**src/rtl/tfc_delay_ctrl_if.sv**
```systemverilog
// Request/ack, TFC monitor and delay-line control bundle for tfc_delay_ctrl.
// The controller takes the slave modport; the requesters/stimulus side take the master modport.
interface tfc_delay_ctrl_if #(
    parameter int unsigned TFC_WIDTH = 8
);
    logic                 sc_req;
    logic [7:0]           sc_len;
    logic                 sc_ack;
    logic                 cal_req;
    logic [7:0]           cal_len;
    logic                 cal_ack;
    logic [TFC_WIDTH-1:0] tfc_in;
    logic [7:0]           fifo_len;
    logic                 blank;
    logic                 busy;
    logic                 err_range;
    logic                 sync_timeout;

    modport master (
        output sc_req, sc_len, cal_req, cal_len, tfc_in,
        input  sc_ack, cal_ack, fifo_len, blank, busy, err_range, sync_timeout
    );

    modport slave (
        input  sc_req, sc_len, cal_req, cal_len, tfc_in,
        output sc_ack, cal_ack, fifo_len, blank, busy, err_range, sync_timeout
    );
endinterface

```
**src/rtl/tfc_delay_ctrl.sv**
```systemverilog
// TFC delay-line tap controller: arbitrates slow-control/calibration requests, applies taps on sync, then blanks.
// All outputs registered; ack 1 cycle after a reject, 1 cycle after sync (or timeout) for a change; requests wait while busy.
module tfc_delay_ctrl #(
    parameter int unsigned TFC_WIDTH    = 8,
    parameter int unsigned MAX_LEN      = 255,
    parameter int unsigned RESET_LEN    = 0,
    parameter int unsigned SYNC_BIT     = 0,
    parameter int unsigned BLANK_EXTRA  = 2,
    parameter int unsigned SYNC_TIMEOUT = 4095
) (
    input  logic                 main_clk,
    input  logic                 rst_n,
    tfc_delay_ctrl_if.slave      bus
);
    typedef enum logic [1:0] {
        IDLE  = 2'd0,
        ARM   = 2'd1,
        BLANK = 2'd2
    } state_e;

    localparam int unsigned SYNC_IDX  = (SYNC_BIT < TFC_WIDTH) ? SYNC_BIT : 0;
    localparam logic [7:0]  MAX8      = 8'(MAX_LEN);
    localparam logic [7:0]  RESET8    = 8'(RESET_LEN);
    localparam logic [15:0] TMO_LIM   = 16'(SYNC_TIMEOUT);
    localparam logic [9:0]  EXTRA10   = 10'(BLANK_EXTRA + 1);

    state_e      state_q, state_d;
    logic [7:0]  fifo_len_q, fifo_len_d;
    logic [7:0]  len_q, len_d;
    logic        id_q, id_d;
    logic [15:0] tmo_cnt_q, tmo_cnt_d;
    logic [8:0]  blank_cnt_q, blank_cnt_d;
    logic        sc_ack_q, sc_ack_d;
    logic        cal_ack_q, cal_ack_d;
    logic        err_q, err_d;
    logic        tmo_pulse_q, tmo_pulse_d;
    logic        blank_q, blank_d;
    logic        busy_q, busy_d;

    logic        sc_ok, cal_ok;
    logic [7:0]  grant_len;
    logic        sync_hit, tmo_hit;
    logic [7:0]  up_diff;
    logic [9:0]  blank_sum;
    logic [8:0]  blank_n;

    // A requester whose ack is on the wire this cycle still has req high; skip it once.
    assign sc_ok     = bus.sc_req & ~sc_ack_q;
    assign cal_ok    = bus.cal_req & ~cal_ack_q;
    assign grant_len = sc_ok ? bus.sc_len : bus.cal_len;
    assign sync_hit  = bus.tfc_in[SYNC_IDX];
    assign tmo_hit   = (tmo_cnt_q == TMO_LIM);
    assign up_diff   = (len_q > fifo_len_q) ? (len_q - fifo_len_q) : 8'd0;
    assign blank_sum = {2'b00, up_diff} + EXTRA10;
    assign blank_n   = (blank_sum > 10'd511) ? 9'h1FF : blank_sum[8:0];

    always_comb begin
        state_d     = state_q;
        fifo_len_d  = fifo_len_q;
        len_d       = len_q;
        id_d        = id_q;
        tmo_cnt_d   = tmo_cnt_q;
        blank_cnt_d = blank_cnt_q;
        sc_ack_d    = 1'b0;
        cal_ack_d   = 1'b0;
        err_d       = 1'b0;
        tmo_pulse_d = 1'b0;
        blank_d     = blank_q;
        busy_d      = busy_q;

        case (state_q)
            IDLE: begin
                if (sc_ok || cal_ok) begin
                    if (grant_len > MAX8 || grant_len == fifo_len_q) begin
                        sc_ack_d  = sc_ok;
                        cal_ack_d = ~sc_ok;
                        err_d     = (grant_len > MAX8);
                    end else begin
                        len_d     = grant_len;
                        id_d      = ~sc_ok;
                        tmo_cnt_d = 16'd0;
                        busy_d    = 1'b1;
                        state_d   = ARM;
                    end
                end
            end
            ARM: begin
                if (sync_hit || tmo_hit) begin
                    fifo_len_d  = len_q;
                    sc_ack_d    = ~id_q;
                    cal_ack_d   = id_q;
                    tmo_pulse_d = ~sync_hit;
                    blank_cnt_d = blank_n;
                    blank_d     = 1'b1;
                    state_d     = BLANK;
                end else if (tmo_cnt_q != 16'hFFFF) begin
                    tmo_cnt_d = tmo_cnt_q + 16'd1;
                end
            end
            BLANK: begin
                // Counter holds the blank cycles still to show, including the current one.
                if (blank_cnt_q <= 9'd1) begin
                    blank_cnt_d = 9'd0;
                    blank_d     = 1'b0;
                    busy_d      = 1'b0;
                    state_d     = IDLE;
                end else begin
                    blank_cnt_d = blank_cnt_q - 9'd1;
                end
            end
            default: begin
                state_d = IDLE;
                blank_d = 1'b0;
                busy_d  = 1'b0;
            end
        endcase
    end

    always_ff @(posedge main_clk) begin
        if (!rst_n) begin
            state_q     <= IDLE;
            fifo_len_q  <= RESET8;
            len_q       <= 8'd0;
            id_q        <= 1'b0;
            tmo_cnt_q   <= 16'd0;
            blank_cnt_q <= 9'd0;
            sc_ack_q    <= 1'b0;
            cal_ack_q   <= 1'b0;
            err_q       <= 1'b0;
            tmo_pulse_q <= 1'b0;
            blank_q     <= 1'b0;
            busy_q      <= 1'b0;
        end else begin
            state_q     <= state_d;
            fifo_len_q  <= fifo_len_d;
            len_q       <= len_d;
            id_q        <= id_d;
            tmo_cnt_q   <= tmo_cnt_d;
            blank_cnt_q <= blank_cnt_d;
            sc_ack_q    <= sc_ack_d;
            cal_ack_q   <= cal_ack_d;
            err_q       <= err_d;
            tmo_pulse_q <= tmo_pulse_d;
            blank_q     <= blank_d;
            busy_q      <= busy_d;
        end
    end

    assign bus.sc_ack       = sc_ack_q;
    assign bus.cal_ack      = cal_ack_q;
    assign bus.fifo_len     = fifo_len_q;
    assign bus.blank        = blank_q;
    assign bus.busy         = busy_q;
    assign bus.err_range    = err_q;
    assign bus.sync_timeout = tmo_pulse_q;
endmodule

```
**src/flat_wrapper.sv**
```systemverilog
// flat-port wrapper written by rule: the top's interface ports become plain ports
module tfc_delay_ctrl_flat 
#(
    parameter int unsigned TFC_WIDTH    = 8,
    parameter int unsigned MAX_LEN      = 255,
    parameter int unsigned RESET_LEN    = 0,
    parameter int unsigned SYNC_BIT     = 0,
    parameter int unsigned BLANK_EXTRA  = 2,
    parameter int unsigned SYNC_TIMEOUT = 4095
)
  (main_clk, rst_n, bus_sc_req, bus_sc_len, bus_cal_req, bus_cal_len, bus_tfc_in, bus_sc_ack, bus_cal_ack, bus_fifo_len, bus_blank, bus_busy, bus_err_range, bus_sync_timeout);
  tfc_delay_ctrl_if #(.TFC_WIDTH(TFC_WIDTH)) bus_i ();
  input  logic main_clk;
  input  logic rst_n;
  input wire logic [$bits(bus_i.sc_req)-1:0] bus_sc_req;
  input wire logic [$bits(bus_i.sc_len)-1:0] bus_sc_len;
  input wire logic [$bits(bus_i.cal_req)-1:0] bus_cal_req;
  input wire logic [$bits(bus_i.cal_len)-1:0] bus_cal_len;
  input wire logic [$bits(bus_i.tfc_in)-1:0] bus_tfc_in;
  output wire logic [$bits(bus_i.sc_ack)-1:0] bus_sc_ack;
  output wire logic [$bits(bus_i.cal_ack)-1:0] bus_cal_ack;
  output wire logic [$bits(bus_i.fifo_len)-1:0] bus_fifo_len;
  output wire logic [$bits(bus_i.blank)-1:0] bus_blank;
  output wire logic [$bits(bus_i.busy)-1:0] bus_busy;
  output wire logic [$bits(bus_i.err_range)-1:0] bus_err_range;
  output wire logic [$bits(bus_i.sync_timeout)-1:0] bus_sync_timeout;
  assign bus_i.sc_req = bus_sc_req;
  assign bus_i.sc_len = bus_sc_len;
  assign bus_i.cal_req = bus_cal_req;
  assign bus_i.cal_len = bus_cal_len;
  assign bus_i.tfc_in = bus_tfc_in;
  assign bus_sc_ack = bus_i.sc_ack;
  assign bus_cal_ack = bus_i.cal_ack;
  assign bus_fifo_len = bus_i.fifo_len;
  assign bus_blank = bus_i.blank;
  assign bus_busy = bus_i.busy;
  assign bus_err_range = bus_i.err_range;
  assign bus_sync_timeout = bus_i.sync_timeout;
  tfc_delay_ctrl #(.TFC_WIDTH(TFC_WIDTH), .MAX_LEN(MAX_LEN), .RESET_LEN(RESET_LEN), .SYNC_BIT(SYNC_BIT), .BLANK_EXTRA(BLANK_EXTRA), .SYNC_TIMEOUT(SYNC_TIMEOUT)) u_core (.main_clk(main_clk), .rst_n(rst_n), .bus(bus_i));
endmodule
```
**config.mk**
```make
export PLATFORM = sky130hd
export DESIGN_NAME = tfc_delay_ctrl_flat
export DESIGN_NICKNAME = d
export VERILOG_FILES = /design/src/rtl/tfc_delay_ctrl_if.sv /design/src/rtl/tfc_delay_ctrl.sv /design/src/flat_wrapper.sv
export SDC_FILE = /design/constraint.sdc
export NUM_CORES = 1
export LEC_CHECK = 0
export BUFFER_PORTS_ARGS = -buffer_cell sky130_fd_sc_hd__buf_2
export CAP_MARGIN = 20
export CORE_MARGIN = 1.5
export CORE_UTILIZATION = 50
export CTS_CLUSTER_SIZE = 16
export DETAILED_ROUTE_END_ITERATION = 8
export HOLD_SLACK_MARGIN = 0.1
export PLACE_DENSITY = 0.76
export SLEW_MARGIN = 15
export SYNTH_ARGS = -nofsm -noshare
export SYNTH_HDL_FRONTEND = slang
export SYNTH_SLANG_ARGS = --single-unit
```
**constraint.sdc**
```tcl
create_clock -name main_clk -period 2.7 [get_ports main_clk]
set_input_delay 0.54 -clock main_clk [delete_from_list [all_inputs] [get_ports main_clk]]
set_output_delay 0.54 -clock main_clk [all_outputs]
set_load 0.005 [all_outputs]
```
==> results of run 1 <==
worst max-delay path: cells and delay by family, from the launching register on:
family | cells | cell delay, ns
AND/OR/NAND/NOR | 2 | 0.47
adder cells (fa/ha/maj) | 3 | 0.78
AO/OA/AOI/OAI | 5 | 0.80
flip-flops | 1 | 0.34
buffers and inverters | 1 | 0.04
cells in the final DEF, fill, tap and decap left out, types with 11 or more instances in the layout:
master    n
a21oi_1  32
buf_2    33
buf_4    21
dfxtp_1  48
ha_1     11
inv_1    19
nand2_1  70
nand3_1  15
nor2_1   36
nor3_1   20
how the worst min path moves through the flow:
stage | endpoint | cells past startpoint
finish | u_core.bus.sync_timeout$_SDFF_PN0_ | 2
global route | u_core.bus.sync_timeout$_SDFF_PN0_ | 2
CTS | u_core.bus.sync_timeout$_SDFF_PN0_ | 2
detailed placement | u_core.bus.blank$_SDFFE_PN0P_ | 2
global placement | u_core.bus.cal_ack$_SDFF_PN0_ | 2
floorplan | u_core.tmo_cnt_q[7]$_SDFFE_PN0P_ | 1
sequential cells by signal, indices dropped and copies added, names as in the netlist:
name and cells:
u_core.state_q 2, u_core.bus.blank 1, u_core.len_q 8, u_core.bus.sync_timeout 1
u_core.blank_cnt_q 9, u_core.tmo_cnt_q 16, u_core.id_q 1, u_core.bus.fifo_len 8
u_core.bus.busy 1, u_core.bus.sc_ack 1, u_core.bus.cal_ack 1
metal layers:
metal	part of all wire [%]	vias to the layer above	routed length, um	GRT usage (%)
li1	-	1635	-	-
met1	45	1542	3670	29.3
met4	1.4	0	112	7.00
met3	5.0	11	406	3.79
met5	0	-	0	0
met2	48	94	3880	39.7
what timing repair did:
action | 4_1_cts | 5_1_grt
endpoints found under the setup margin | 2 | 5
gates resized for setup | 3 | 6
pin swaps | 1 | 2
cell families after synthesis:
group           share of synthesized area (%)
xor+xnor                                 4.68
other cells                             0.111
mux                                     0.929
fa+ha+maj                                5.43
buf+inv                                  5.50
compound gates                           23.5
simple gates                             30.7
flops                                    29.1
power by group:
group	switching (W)	internal, W
registers	0.0000545	0.000772
logic	0.000471	0.000384
clock network	0.000264	0.000279
through the flow:
stage	area, um^2	cells	power (W)
2_1_floorplan	3380	435	0.00145
3_3_place_gp	3680	545	0.00164
3_5_place_dp	3680	545	0.00166
4_1_cts	3810	553	0.00221
5_1_grt	3820	553	0.00236
6_report	3820	553	0.00222
cell type report:
class | instances | area, um^2 | share of cell area (%)
multi-input combinational | 346 | 2240 | 58.6
sequential | 49 | 982 | 25.7
timing repair buffer | 54 | 323 | 8.44
tap | 77 | 96.3 | 2.52
clock buffer | 6 | 72.6 | 1.90
inverter | 19 | 71.3 | 1.87
clock inverter | 2 | 38.8 | 1.01
==> impl_metrics.prom, run 1 <==
# TYPE chip_impl_metric gauge
chip_impl_info{name="outcome",value="completed"} 1
chip_impl_metric{name="drive_gt1_share",unit="%"} 20.6
chip_impl_metric{name="final_hold_viol_count",unit=""} 0
chip_impl_metric{name="synth_seq_area_share",unit="%"} 29.1
chip_impl_info{name="synth-main-ff-cell",value="dfxtp_1"} 1
chip_impl_metric{name="final.setup.worst_slack",unit="ns"} 0.146
chip_impl_info{name="crit_end",value="u_core.blank_cnt_q[4]$_SDFFE_PN0P_"} 1
chip_impl_metric{name="drc_errors",unit=""} 0
chip_impl_metric{name="fin_hold_ws",unit="ns"} 0.430
chip_impl_metric{name="yosys_warnings",unit=""} 0
chip_impl_info{name="worst-setup-path-type",value="register to register"} 1
chip_impl_info{name="grt_setup_unrepaired",value="false"} 1
chip_impl_metric{name="num_io_pins",unit=""} 42
chip_impl_metric{name="setup_total_negative_slack",unit="ns"} 0
chip_impl_metric{name="wire_length_of_the_first_global_routing_pass",unit="um"} 13800
chip_impl_metric{name="fmax",unit="GHz"} 0.392
chip_impl_metric{name="gp_congestion",unit=""} 0.915
chip_impl_info{name="ys_top_cells_by_count",value="70 x nand2_1, 49 x dfxtp_1, 36 x nor2_1"} 1
chip_impl_metric{name="finalCritPeriodShare",unit="%"} 94.6
chip_impl_info{name="endpoint_kind",value="register"} 1
chip_impl_metric{name="setup.reg_to_reg.worst_slack",unit="ns"} 0.15
chip_impl_metric{name="global_route.usage.total",unit="%"} 23.0
chip_impl_metric{name="cts_buffers",unit=""} 5
chip_impl_metric{name="die-height",unit="um"} 85.0
chip_impl_metric{name="vias",unit=""} 3282
chip_impl_metric{name="die_area",unit="mm^2"} 0.00723
chip_impl_metric{name="synth_fp_nets",unit=""} 477
chip_impl_metric{name="grt_start_max_net_pins",unit=""} 30
chip_impl_metric{name="drt_pass1_iterations",unit=""} 5
chip_impl_metric{name="area_growth",unit="%"} 13.6
chip_impl_metric{name="tritoncts_num_sinks",unit=""} 49
chip_impl_info{name="crit-reg2reg-launch",value="u_core.len_q[0]$_SDFFE_PN0P_"} 1
chip_impl_metric{name="vdd_ir_drop_max",unit="uV"} 251
chip_impl_metric{name="antenna_found_initial",unit=""} 0
chip_impl_metric{name="critPathMaxFanout",unit=""} 4
chip_impl_info{name="post_synth_main_area_contributors",value="dfxtp_1 29%, nand2_1 7.8%, ha_1 4.8%, a21oi_1 4.8%, nor2_1 4.0%"} 1
chip_impl_metric{name="fin_skew",unit="ns"} 0.0124
chip_impl_info{name="synthDominantAreaCellType",value="dfxtp_1"} 1
chip_impl_metric{name="clk-insertion-delay-late",unit="ns"} 0.31
chip_impl_metric{name="route.detailed.vias_per_inst",unit=""} 5.93
chip_impl_metric{name="p_per_area",unit="mW/mm^2"} 582
chip_impl_metric{name="nNetsFinal",unit=""} 517
chip_impl_metric{name="std_cell_rows",unit=""} 29
chip_impl_metric{name="yosys.cell_types.count",unit=""} 72
chip_impl_metric{name="synthArstFlopShare",unit="%"} 0
chip_impl_info{name="tritoncts",value="built"} 1
chip_impl_metric{name="port_buffers",unit=""} 33
chip_impl_info{name="crit_path_top_delay_cell",value="fa_2"} 1
chip_impl_metric{name="clock_path_buffers",unit=""} 2
chip_impl_metric{name="largest_stage_delay_on_the_critical_path",unit="ns"} 0.35
chip_impl_metric{name="detail_route_antenna_nets",unit=""} 0
chip_impl_metric{name="path_clk_slew",unit="ns"} 0.10
chip_impl_info{name="post-synth-top-count-cell",value="nand2_1"} 1
chip_impl_metric{name="post_synth_edffs",unit=""} 0
chip_impl_info{name="timing.hold.worst.class",value="input port to register"} 1
chip_impl_metric{name="worst-endpoint-arrival",unit="ns"} 2.74
chip_impl_info{name="clk_root_buffer_cell",value="clkbuf_8"} 1
chip_impl_info{name="crit_path_start",value="u_core.len_q[0]$_SDFFE_PN0P_"} 1
chip_impl_metric{name="place.detailed.hpwl",unit="um"} 5960
chip_impl_metric{name="finalSetupViolations",unit=""} 0
chip_impl_metric{name="final_core_utilization",unit="%"} 59.5
chip_impl_metric{name="drt_wl_total",unit="um"} 8070
chip_impl_info{name="timing.critical_path.from_type",value="register"} 1
chip_impl_metric{name="clock_tree.htree_level_count",unit=""} 2
chip_impl_metric{name="die_x_extent",unit="um"} 85.0
chip_impl_metric{name="globalRoute.totalOverflow",unit=""} 0
chip_impl_metric{name="detail_routed_net_length_per_standard_cell",unit="um"} 14.6
chip_impl_metric{name="cap_viol_max_count",unit=""} 0
chip_impl_metric{name="max_slew.worst_pin.slew",unit="ns"} 0.549
chip_impl_metric{name="drtIter0Drc",unit=""} 185
chip_impl_metric{name="synthCells",unit=""} 435
chip_impl_metric{name="p_leak",unit="nW"} 1.49
chip_impl_metric{name="cts-hold-fix-buffers",unit=""} 0
chip_impl_metric{name="setup_slack_at_placement",unit="ns"} -0.0186
chip_impl_metric{name="timing.reg2reg.worst_path_depth",unit=""} 11
chip_impl_metric{name="post-synth-top-area-fraction",unit="%"} 29.1
chip_impl_metric{name="filler_cell_count",unit=""} 606
chip_impl_metric{name="floorplan.initialDensity",unit="%"} 52.4
chip_impl_metric{name="report.final.slew_viol_count",unit=""} 0
chip_impl_info{name="min_from",value="bus_tfc_in[0]"} 1
chip_impl_metric{name="core_region_area",unit="mm^2"} 0.00642
chip_impl_metric{name="post_synth_instance_area",unit="mm^2"} 0.00337
chip_impl_metric{name="synth.ff_latch_count",unit=""} 49
chip_impl_info{name="worst_r2r_endpoint",value="u_core.blank_cnt_q[4]$_SDFFE_PN0P_"} 1
chip_impl_metric{name="first_global_vias",unit=""} 3018
chip_impl_metric{name="period_needed",unit="ns"} 2.55
chip_impl_metric{name="diodes",unit=""} 0
chip_impl_metric{name="cts_setup_buffers",unit=""} 0
chip_impl_metric{name="slew_headroom",unit="%"} 63.1
chip_impl_metric{name="cp.required",unit="ns"} 2.88
chip_impl_info{name="crit_path_cell_trace",value="inv_1, ha_1, fa_2, nand2b_4, a211oi_4, o2bb2ai_2, or2_2, ha_2, o31a_1, o21ai_1, a21oi_1"} 1
chip_impl_metric{name="mean_area_per_synthesized_cell",unit="um^2"} 7.74
No activity file was read; power rests on OpenSTA's default activity.
==> run 2, diff against run 1 <==
Settings changed: HOLD_SLACK_MARGIN 0.1 to 0.15, RECOVER_POWER from default to 100.
==> run 2 against run 1 <==
Clock-buffer cell count stayed put. Highest routed layer unchanged. Sequential share of layout area rose by 0.32 points. Critical endpoint unchanged. Clock power hardly changed.
==> impl_metrics.prom, run 2 (synthesized netlist as in run 1, its figures left out) <==
# TYPE chip_impl_metric gauge
chip_impl_metric{name="tritoncts_num_sinks",unit=""} 49
chip_impl_metric{name="finalSetupViolations",unit=""} 0
chip_impl_metric{name="floorplan.initialDensity",unit="%"} 52.4
chip_impl_info{name="outcome",value="completed"} 1
chip_impl_info{name="top_register",value="u_core.tmo_cnt_q"} 1
chip_impl_metric{name="area_growth",unit="%"} 12.2
chip_impl_metric{name="final_hold_viol_count",unit=""} 0
chip_impl_metric{name="globalRoute.totalOverflow",unit=""} 0
chip_impl_metric{name="p_per_area",unit="mW/mm^2"} 584
chip_impl_metric{name="first_global_vias",unit=""} 3018
chip_impl_metric{name="clock_tree.htree_level_count",unit=""} 2
chip_impl_metric{name="grt_start_max_net_pins",unit=""} 30
chip_impl_metric{name="period_needed",unit="ns"} 2.56
chip_impl_info{name="layout.cells.most_common_list",value="70 x nand2_1, 48 x dfxtp_1, 36 x nor2_1, 33 x a21oi_1, 32 x buf_2"} 1
chip_impl_metric{name="report.final.slew_viol_count",unit=""} 0
chip_impl_metric{name="drt_wl_total",unit="um"} 8130
chip_impl_metric{name="largest_stage_delay_on_the_critical_path",unit="ns"} 0.35
chip_impl_info{name="layout_commonest_cell",value="nand2_1"} 1
chip_impl_metric{name="path_clk_slew",unit="ns"} 0.11
chip_impl_metric{name="fin_skew",unit="ns"} 0.0157
chip_impl_metric{name="worst-endpoint-arrival",unit="ns"} 2.74
chip_impl_metric{name="fmax",unit="GHz"} 0.391
chip_impl_metric{name="cts-hold-fix-buffers",unit=""} 0
chip_impl_metric{name="detail_routed_net_length_per_standard_cell",unit="um"} 14.7
chip_impl_metric{name="detail_route_antenna_nets",unit=""} 0
chip_impl_metric{name="drtIter0Drc",unit=""} 186
chip_impl_metric{name="num_io_pins",unit=""} 42
chip_impl_metric{name="finalCritPeriodShare",unit="%"} 94.8
chip_impl_metric{name="vias",unit=""} 3310
chip_impl_metric{name="cts_setup_buffers",unit=""} 0
chip_impl_metric{name="drc_errors",unit=""} 0
chip_impl_metric{name="die-height",unit="um"} 85.0
chip_impl_metric{name="antenna_found_initial",unit=""} 0
chip_impl_metric{name="slew_headroom",unit="%"} 63.1
chip_impl_metric{name="cp.required",unit="ns"} 2.88
chip_impl_metric{name="diodes",unit=""} 0
chip_impl_metric{name="nNetsFinal",unit=""} 517
chip_impl_metric{name="largest_register_ff_count",unit=""} 16
chip_impl_info{name="top_regs",value="u_core.tmo_cnt_q x16, u_core.blank_cnt_q x9"} 1
chip_impl_info{name="clk_root_buffer_cell",value="clkbuf_8"} 1
chip_impl_metric{name="route.detailed.vias_per_inst",unit=""} 5.99
chip_impl_metric{name="wire_length_of_the_first_global_routing_pass",unit="um"} 13800
chip_impl_info{name="grt_setup_unrepaired",value="false"} 1
chip_impl_info{name="timing.critical_path.from_type",value="register"} 1
chip_impl_metric{name="filler_cell_count",unit=""} 617
chip_impl_info{name="tritoncts",value="built"} 1
chip_impl_info{name="worst-setup-path-type",value="register to register"} 1
chip_impl_metric{name="p_leak",unit="nW"} 1.45
chip_impl_metric{name="drive_gt1_share",unit="%"} 18.3
chip_impl_metric{name="critPathMaxFanout",unit=""} 4
chip_impl_metric{name="clk-insertion-delay-late",unit="ns"} 0.31
chip_impl_info{name="timing.hold.worst.class",value="input port to register"} 1
chip_impl_metric{name="power",unit="W"} 0.00221
chip_impl_metric{name="cap_viol_max_count",unit=""} 0
chip_impl_metric{name="max_slew.worst_pin.slew",unit="ns"} 0.553
chip_impl_metric{name="gp_congestion",unit=""} 0.915
chip_impl_metric{name="cts_buffers",unit=""} 5
chip_impl_metric{name="number_of_buffer_and_inverter_instances_along_the_worst_setup_path",unit=""} 1
chip_impl_info{name="crit_path_top_delay_cell",value="dfxtp_2"} 1
chip_impl_metric{name="die_area",unit="mm^2"} 0.00723
chip_impl_info{name="worst_path_dominant_cell_family",value="compound AO/OA/AOI/OAI gates"} 1
chip_impl_info{name="crit_path_cell_trace",value="inv_1, ha_1, fa_2, nand2b_4, a211oi_4, o2bb2ai_1, or2_2, ha_2, o31a_1, o21ai_1, a21oi_1"} 1
chip_impl_info{name="endpoint_kind",value="register"} 1
chip_impl_metric{name="core_region_area",unit="mm^2"} 0.00642
chip_impl_metric{name="port_buffers",unit=""} 33
chip_impl_metric{name="die_x_extent",unit="um"} 85.0
chip_impl_metric{name="vdd_ir_drop_max",unit="uV"} 250
chip_impl_metric{name="drt_pass1_iterations",unit=""} 5
chip_impl_metric{name="place.detailed.hpwl",unit="um"} 5960
chip_impl_metric{name="clock_path_buffers",unit=""} 2
chip_impl_metric{name="std_cell_rows",unit=""} 29
chip_impl_metric{name="fin_hold_ws",unit="ns"} 0.430
chip_impl_metric{name="global_route.usage.total",unit="%"} 23.0
[run 2: what timing repair did]
item                       CTS  global route
setup endpoints to repair    2             5
gates resized for setup      3             6
pin swaps                    1             2
[run 2: cell type report]
cell class	count	area, um^2	share of cell area [%]
Clock buffer	6	72.6	1.92
Clock inverter	2	38.8	1.03
Tap cell	77	96.3	2.55
Timing Repair Buffer	54	293	7.75
Multi-Input combinational cell	346	2220	58.8
Inverter	19	71.3	1.89
Sequential cell	49	982	26.0
[run 2: metal layers]
layer  track usage (%)  vias to the layer above  wire length, um
li1                  -                     1632                -
met2              39.7                      108             3890
met1              29.3                     1555             3730
met5                 0                        -                0
met3              3.79                       15              378
met4              7.00                        0              143
[run 2: path summary, 6_finish.rpt]
kind                                              startpoint                                  end  slack (ns)  cells past startpoint
worst max-delay path            u_core.len_q[0]$_SDFFE_PN0P_   u_core.blank_cnt_q[4]$_SDFFE_PN0P_        0.14                     11
worst min-delay path                           bus_tfc_in[0]   u_core.bus.sync_timeout$_SDFF_PN0_        0.43                      2
worst max register to register  u_core.len_q[0]$_SDFFE_PN0P_   u_core.blank_cnt_q[4]$_SDFFE_PN0P_        0.14                     11
worst min register to register  u_core.len_q[4]$_SDFFE_PN0P_  u_core.bus.fifo_len[4]$_SDFFE_PN0P_        0.47                      2
[run 2: report_power, final]
group          total, W  internal [W]  switching (W)  leakage [nW]
Clock          0.000546      0.000279       0.000267        0.0554
Sequential     0.000827      0.000772      0.0000550         0.399
Combinational  0.000834      0.000368       0.000466         0.997
Total           0.00221       0.00142       0.000788          1.45
[run 2: metrics by stage]
stage / util (%) / cells / setup slack (ns) / area (um^2) / TNS, ns
floorplan: - / 435 / 0.0419 / 3380 / 0
global placement: 57.3 / 545 / 0.0431 / 3680 / 0
detailed placement: 57.3 / 545 / -0.0186 / 3680 / -0.0186
CTS: 59.3 / 553 / 0.00982 / 3810 / 0
global route: 58.8 / 553 / 0.0180 / 3780 / 0
finish: 58.8 / 553 / 0.141 / 3780 / 0
